[src/rtl/vend_seq_ctrl.sv]
// vend_seq_ctrl: vending transaction sequencer.
// Holds three item prices and the coin credit, arbitrates cancel / select /
// configure / coin in IDLE, drops the product in a one-cycle VEND state, then
// pays the remaining credit back one greedy coin (50/10/5/1) per handshake.
module vend_seq_ctrl (
    input  logic       clk,
    input  logic       rst,
    input  logic       cfg_valid,
    input  logic [1:0] cfg_idx,
    input  logic [7:0] cfg_price,
    output logic       cfg_ready,
    input  logic       coin_valid,
    input  logic [1:0] coin_code,
    output logic       coin_reject,
    input  logic       sel_valid,
    input  logic [1:0] sel,
    input  logic       cancel,
    output logic       prod_valid,
    output logic [1:0] prod_id,
    output logic       err_insuff,
    output logic       chg_valid,
    output logic [1:0] chg_coin,
    input  logic       chg_ready,
    output logic [7:0] credit,
    output logic       busy
);

    localparam int unsigned CRED_W  = 8;
    localparam int unsigned SUM_W   = CRED_W + 1;
    localparam int unsigned CODE_W  = 2;
    localparam int unsigned ITEM_W  = 2;
    localparam int unsigned N_ITEMS = 3;

    localparam logic [CRED_W-1:0] DEN_1  = CRED_W'(1);
    localparam logic [CRED_W-1:0] DEN_5  = CRED_W'(5);
    localparam logic [CRED_W-1:0] DEN_10 = CRED_W'(10);
    localparam logic [CRED_W-1:0] DEN_50 = CRED_W'(50);

    typedef enum logic [1:0] {
        S_IDLE   = 2'd0,
        S_VEND   = 2'd1,
        S_CHANGE = 2'd2
    } state_t;

    state_t              r_state;
    state_t              w_next;
    logic [CRED_W-1:0]   r_credit;
    logic [CRED_W-1:0]   r_price [N_ITEMS];
    logic [ITEM_W-1:0]   r_item;
    logic                r_coin_rej;
    logic                r_err;

    logic                w_idle;
    logic                w_cfg_ready;
    logic                w_cancel_acc;
    logic                w_sel_req;
    logic                w_sel_acc;
    logic                w_sel_ref;
    logic                w_cfg_wr;
    logic                w_coin_acc;
    logic                w_coin_rej;
    logic                w_chg_take;
    logic                w_chg_last;
    logic [CRED_W-1:0]   w_sel_price;
    logic [CRED_W-1:0]   w_item_price;
    logic [CRED_W-1:0]   w_coin_val;
    logic [CRED_W-1:0]   w_vend_credit;
    logic [CRED_W-1:0]   w_chg_val;
    logic [CODE_W-1:0]   w_chg_code;
    logic [SUM_W-1:0]    w_coin_sum;

    // Price lookup for the requested selection and for the latched item.
    always_comb begin
        w_sel_price  = '0;
        w_item_price = '0;
        case (sel)
            2'd1:    w_sel_price = r_price[0];
            2'd2:    w_sel_price = r_price[1];
            2'd3:    w_sel_price = r_price[2];
            default: w_sel_price = '0;
        endcase
        case (r_item)
            2'd1:    w_item_price = r_price[0];
            2'd2:    w_item_price = r_price[1];
            2'd3:    w_item_price = r_price[2];
            default: w_item_price = '0;
        endcase
    end

    // Inserted coin value and greedy payout denomination from registered credit.
    always_comb begin
        w_coin_val = DEN_1;
        case (coin_code)
            2'd0:    w_coin_val = DEN_1;
            2'd1:    w_coin_val = DEN_5;
            2'd2:    w_coin_val = DEN_10;
            default: w_coin_val = DEN_50;
        endcase
        w_chg_val  = DEN_1;
        w_chg_code = CODE_W'(0);
        if (r_credit >= DEN_50) begin
            w_chg_val  = DEN_50;
            w_chg_code = CODE_W'(3);
        end else if (r_credit >= DEN_10) begin
            w_chg_val  = DEN_10;
            w_chg_code = CODE_W'(2);
        end else if (r_credit >= DEN_5) begin
            w_chg_val  = DEN_5;
            w_chg_code = CODE_W'(1);
        end
    end

    // IDLE arbitration: accepted cancel beats selection; a coin is refused when
    // either of those is taken or when it would overflow the credit register.
    assign w_idle        = (r_state == S_IDLE);
    assign w_cfg_ready   = w_idle && (r_credit == '0);
    assign w_cancel_acc  = w_idle && cancel && (r_credit != '0);
    assign w_sel_req     = w_idle && !w_cancel_acc && sel_valid && (sel != 2'd0);
    assign w_sel_acc     = w_sel_req && (w_sel_price != '0) && (r_credit >= w_sel_price);
    assign w_sel_ref     = w_sel_req && !w_sel_acc;
    assign w_cfg_wr      = cfg_valid && w_cfg_ready && (cfg_idx != 2'd3);
    assign w_coin_sum    = SUM_W'(r_credit) + SUM_W'(w_coin_val);
    assign w_coin_acc    = coin_valid && w_idle && !w_cancel_acc && !w_sel_acc
                           && !w_coin_sum[CRED_W];
    assign w_coin_rej    = coin_valid && !w_coin_acc;
    assign w_vend_credit = r_credit - w_item_price;
    assign w_chg_take    = (r_state == S_CHANGE) && chg_ready;
    assign w_chg_last    = w_chg_take && (r_credit <= w_chg_val);

    // State register.
    always_ff @(posedge clk or posedge rst) begin
        if (rst) begin
            r_state <= S_IDLE;
        end else begin
            r_state <= w_next;
        end
    end

    // Next-state logic.
    always_comb begin
        w_next = r_state;
        case (r_state)
            S_IDLE: begin
                if (w_cancel_acc) begin
                    w_next = S_CHANGE;
                end else if (w_sel_acc) begin
                    w_next = S_VEND;
                end
            end
            S_VEND: begin
                w_next = (w_vend_credit != '0) ? S_CHANGE : S_IDLE;
            end
            S_CHANGE: begin
                if (w_chg_last) begin
                    w_next = S_IDLE;
                end
            end
            default: w_next = S_IDLE;
        endcase
    end

    // Credit, price table, latched item and one-cycle status pulses.
    always_ff @(posedge clk or posedge rst) begin
        if (rst) begin
            r_credit   <= '0;
            r_price[0] <= '0;
            r_price[1] <= '0;
            r_price[2] <= '0;
            r_item     <= '0;
            r_coin_rej <= 1'b0;
            r_err      <= 1'b0;
        end else begin
            r_coin_rej <= w_coin_rej;
            r_err      <= w_sel_ref;
            if (w_sel_acc) begin
                r_item <= sel;
            end
            if (w_cfg_wr) begin
                case (cfg_idx)
                    2'd0:    r_price[0] <= cfg_price;
                    2'd1:    r_price[1] <= cfg_price;
                    2'd2:    r_price[2] <= cfg_price;
                    default: ;
                endcase
            end
            case (r_state)
                S_IDLE: begin
                    if (w_coin_acc) begin
                        r_credit <= w_coin_sum[CRED_W-1:0];
                    end
                end
                S_VEND: begin
                    r_credit <= w_vend_credit;
                end
                S_CHANGE: begin
                    if (w_chg_take) begin
                        r_credit <= w_chg_last ? '0 : (r_credit - w_chg_val);
                    end
                end
                default: ;
            endcase
        end
    end

    // Output decode from registered state; payloads read 0 when not valid.
    always_comb begin
        cfg_ready   = w_cfg_ready;
        coin_reject = r_coin_rej;
        err_insuff  = r_err;
        credit      = r_credit;
        prod_valid  = 1'b0;
        prod_id     = '0;
        chg_valid   = 1'b0;
        chg_coin    = '0;
        busy        = 1'b0;
        case (r_state)
            S_VEND: begin
                prod_valid = 1'b1;
                prod_id    = r_item;
                busy       = 1'b1;
            end
            S_CHANGE: begin
                chg_valid = 1'b1;
                chg_coin  = w_chg_code;
                busy      = 1'b1;
            end
            default: ;
        endcase
    end

endmodule

[config.mk]
export PLATFORM = sky130hd
export DESIGN_NAME = vend_seq_ctrl
export DESIGN_NICKNAME = d
export VERILOG_FILES = /design/src/rtl/vend_seq_ctrl.sv
export SDC_FILE = /design/constraint.sdc
export NUM_CORES = 1
export LEC_CHECK = 0
export CAP_MARGIN = 20
export CORE_UTILIZATION = 48
export CTS_CLUSTER_DIAMETER = 100
export CTS_CLUSTER_SIZE = 16
export DETAILED_ROUTE_END_ITERATION = 8
export PLACE_DENSITY = 0.8
export SYNTH_ARGS = -nofsm -noshare
export SYNTH_HDL_FRONTEND = slang
export SYNTH_SLANG_ARGS = --single-unit
[constraint.sdc]
create_clock -name clk -period 3.6 [get_ports clk]
set_input_delay 0.72 -clock clk [delete_from_list [all_inputs] [get_ports clk]]
set_output_delay 0.72 -clock clk [all_outputs]
set_load 0.1 [all_outputs]
==> impl_metrics.env <==
export IMPL_cp_cell_sequence="clkdlybuf4s50_1 > buf_12 > mux2i_1 > mux2i_1 > inv_1 > ha_1 > and3_1 > nand2_1 > o31a_1 > a211oi_2 > a2bb2oi_2 > buf_4 > a211oi_1 > a21o_1"
export IMPL_place_hpwl_um=6636
export IMPL_ys_ff_latch=38
export IMPL_synthTopCellsByArea="dfrtp_1, ha_1, mux2i_1"
export IMPL_hold_class="reg -> reg"
export IMPL_max_stage_delay_ps=510
export IMPL_cp_num_buf_inv=4
export IMPL_worstSetupStartpointType="input port"
export IMPL_ys_flop_type="dfrtp_1"
export IMPL_synthesis_nets=422
export IMPL_slew_headroom_pct=34.71
export IMPL_setup_viol=0
export IMPL_worstPathRequired_ps=3780
export IMPL_start_util_pct=49.93
export IMPL_yosys_area_top_type="dfrtp_1"
export IMPL_rr_worst_depth=12
export IMPL_synth_top_family_by_area="compound AO/OA/AOI/OAI gates"
export IMPL_vias=2998
export IMPL_synth_compound_area_share_pct=18.74
export IMPL_die_area_um2=7407
export IMPL_maxSlewViolCount=0
export IMPL_dr_pass1_iters=5
export IMPL_grt_max_degree=39
export IMPL_avgSynthCellArea_um2=9.243
export IMPL_worst_path_max_fanout=18
export IMPL_holdPathStages=1
export IMPL_place_area_um2=3919
export IMPL_whs_endpoint="r_price[3]"
export IMPL_final_min_clock_period_ps=3351
export IMPL_synth_edf_count=0
export IMPL_crit_family="compound AO/OA/AOI/OAI gates"
export IMPL_rsz0062_at_grt="false"
export IMPL_syn_area_um2=3392
export IMPL_synth_mux_area_share_pct=16.64
export IMPL_insertion_delay_ps=290
export IMPL_postCtsHoldBufs=0
export IMPL_drt_iter0_drc=174
export IMPL_synth_fa_ha_area_share_pct=13.21
export IMPL_grt_pass1_vias=2947
export IMPL_ant_nets=0
export IMPL_h_tree_depth=2
export IMPL_num_antenna_cells=0
export IMPL_finClkSkew_ps=6.451
export IMPL_r2r_start="credit[3]"
export IMPL_track_usage_pct=24.84
export IMPL_ys_types=59
export IMPL_gp_congestion=0.9197
export IMPL_critPathCaptureType="register"
export IMPL_die_y_um=86.07
export IMPL_path_class="in -> reg"
export IMPL_avgViaCountPerCell=5.890
export IMPL_drive_gt1_share_pct=19.85
export IMPL_clk_pin_slew_worst_paths_ps=80
export IMPL_core_area_um2=6794
export IMPL_fin_area_um2=4068
export IMPL_synth_cells=367
export IMPL_area_delta_synth_final_pct=19.92
export IMPL_cts_tree="built"
export IMPL_grt_pass1_wl_um=14320
export IMPL_synth_top_area_share_pct=28.03
export IMPL_finalHoldViolCount=0
export IMPL_post_cts_resized=0
export IMPL_async_reset_ff_share_pct=100.0
export IMPL_ios=39
export IMPL_reg2reg_setup_slack_ps=360
export IMPL_worst_path_most_repeated_cell="mux2i_1"
export IMPL_r2r_end="credit[7]"
export IMPL_clockBufferDepth=2
export IMPL_post_cts_repair_setup_buffers=0
export IMPL_crit_arrival_ps=3530
export IMPL_max_freq_ghz=0.2984
export IMPL_run_status="complete, no violations"
export IMPL_die_w_um=86.07
export IMPL_root_buffer="clkbuf_8"
export IMPL_maxCapViolCount=0
export IMPL_slowest_stage="clkdlybuf4s50_1"
export IMPL_routedWlPerCell_um=17.11
export IMPL_wl_um=8710
export IMPL_grt_overflow=0
export IMPL_nNetsFinal=467
export IMPL_antenna_found_initial=0
export IMPL_yosys_area_share_simple_pct=15.23
export IMPL_synthXorXnorAreaFrac_pct=2.840
export IMPL_ys_warn_count=0
export IMPL_tightest_slew_ps=976.3
export IMPL_numCtsBuffers=5
export IMPL_final_period_utilization_pct=93.08
export IMPL_hp_start="r_price[3]"
export IMPL_cts_sinks=38
export IMPL_drc=0
export IMPL_rows=30
export IMPL_portBuffers=38
export IMPL_synth_seq_area_share_pct=28.03
==> final cells by class <==
type	instances	area, um^2
clock inverter	2	60.06
timing repair buffer	53	480.5
inverter	26	97.59
multi-input combinational	288	2273
tap	96	120.1
sequential	38	953.4
fill	577	2726
clock buffer	6	82.58
==> worst reg2reg max path, stage by stage (launching register included) <==
cell      delay, ps
dfrtp_2         500
or3_1           410
a311oi_1        280
buf_4           180
nand2_1          60
ha_1            340
nor2_1           60
a21oi_1         270
o41ai_1         120
or2_2           380
o221ai_1        250
a21oi_1         110
a211oi_2        200
==> how the worst max path moves through the flow <==
stage | start | end | slack, ps | cells after the start
final | sel[1] | credit[5] | 250 | 14
after global routing | sel[1] | credit[5] | 40 | 13
after CTS | sel[1] | r_item[1] | 200 | 12
after detailed placement | sel[1] | r_item[1] | -80 | 12
after global placement | sel[1] | r_item[0] | 80 | 12
after floorplan | credit[2] | credit[7] | 10 | 12
==> flip-flops by register name, indices dropped and copies added, names as in the netlist <==
| name | flops |
|---|---|
| coin_reject | 1 |
| err_insuff | 1 |
| credit | 8 |
| r_price | 24 |
| r_state | 2 |
| r_item | 2 |
==> layout by cell type, fill, tap and decap left out, types with 3 or more instances in the layout <==
cell type and instances:
o21a_1 4, a22oi_1 3, buf_4 28, a21o_1 7
nand2_1 26, nor3b_1 3, fa_1 3, mux2_4 8
and2_1 3, or3_1 3, ha_1 31, mux2i_1 23
a21oi_1 17, xor2_1 4, dfrtp_1 36, nor2b_1 6
nor3_1 5, nand3_1 5, nor4_1 3, inv_1 26
nor2_1 26, nand2b_1 3, clkbuf_8 6, clkdlybuf4s50_1 23
a211oi_1 7, mux2_2 19, xnor2_1 7, a31oi_1 5
o21ai_0 25
==> layer usage <==
layer	part of all wire [%]	up-vias	global-route usage, %
li1	-	1428	-
met3	6.0	18	3.080
met1	43	1452	32.73
met2	49	100	42.71
met5	0	-	0
met4	1.9	0	7.273
==> kinds of logic after synthesis <==
logic type                 Yosys count
AOI/OAI and AO/OA                   95
xor gates and xnor gates            11
adders and majority gates           34
buffers and inverters               41
DFF                                 38
muxes                               50
and+or+nand+nor                     98
==> synth_stat cells (2+ instances only) <==
cell	instances
dfrtp_1	38
ha_1	31
nor2_1	27
inv_1	26
nand2_1	26
o21ai_0	25
mux2i_1	23
mux2_2	19
a21oi_1	17
clkbuf_1	8
mux2_4	8
a211oi_1	7
a21o_1	7
xnor2_1	7
nor2b_1	6
a31oi_1	5
nand3_1	5
nor3_1	5
o21a_1	4
xor2_1	4
a22oi_1	3
and2_1	3
buf_2	3
fa_1	3
nand2b_1	3
nor3b_1	3
nor4_1	3
or3_1	3
a211oi_2	2
a21boi_0	2
a221oi_1	2
a32oi_1	2
and3_1	2
buf_4	2
buf_6	2
o211ai_1	2
o21bai_1	2
o221ai_1	2
o22ai_1	2
o31a_1	2
o31ai_1	2
or2_2	2
==> per-stage QoR <==
stage          utilization [%]  std cells  setup slack [ps]  hold slack [ps]  setup TNS, ps
3_3_place_gp             57.68        501             77.16            523.1              0
6_report                 59.87        509             249.1            545.0              0
4_1_cts                  59.78        509             203.9            545.1              0
5_1_grt                  59.87        509             40.16            563.4              0
2_1_floorplan                -        367             10.19            496.1              0
3_5_place_dp             57.68        501            -75.15            524.4         -275.5
Power is left out: the tool's default activity adds up to more than one toggle a clock period on the data nets, which glitch-free logic cannot reach.
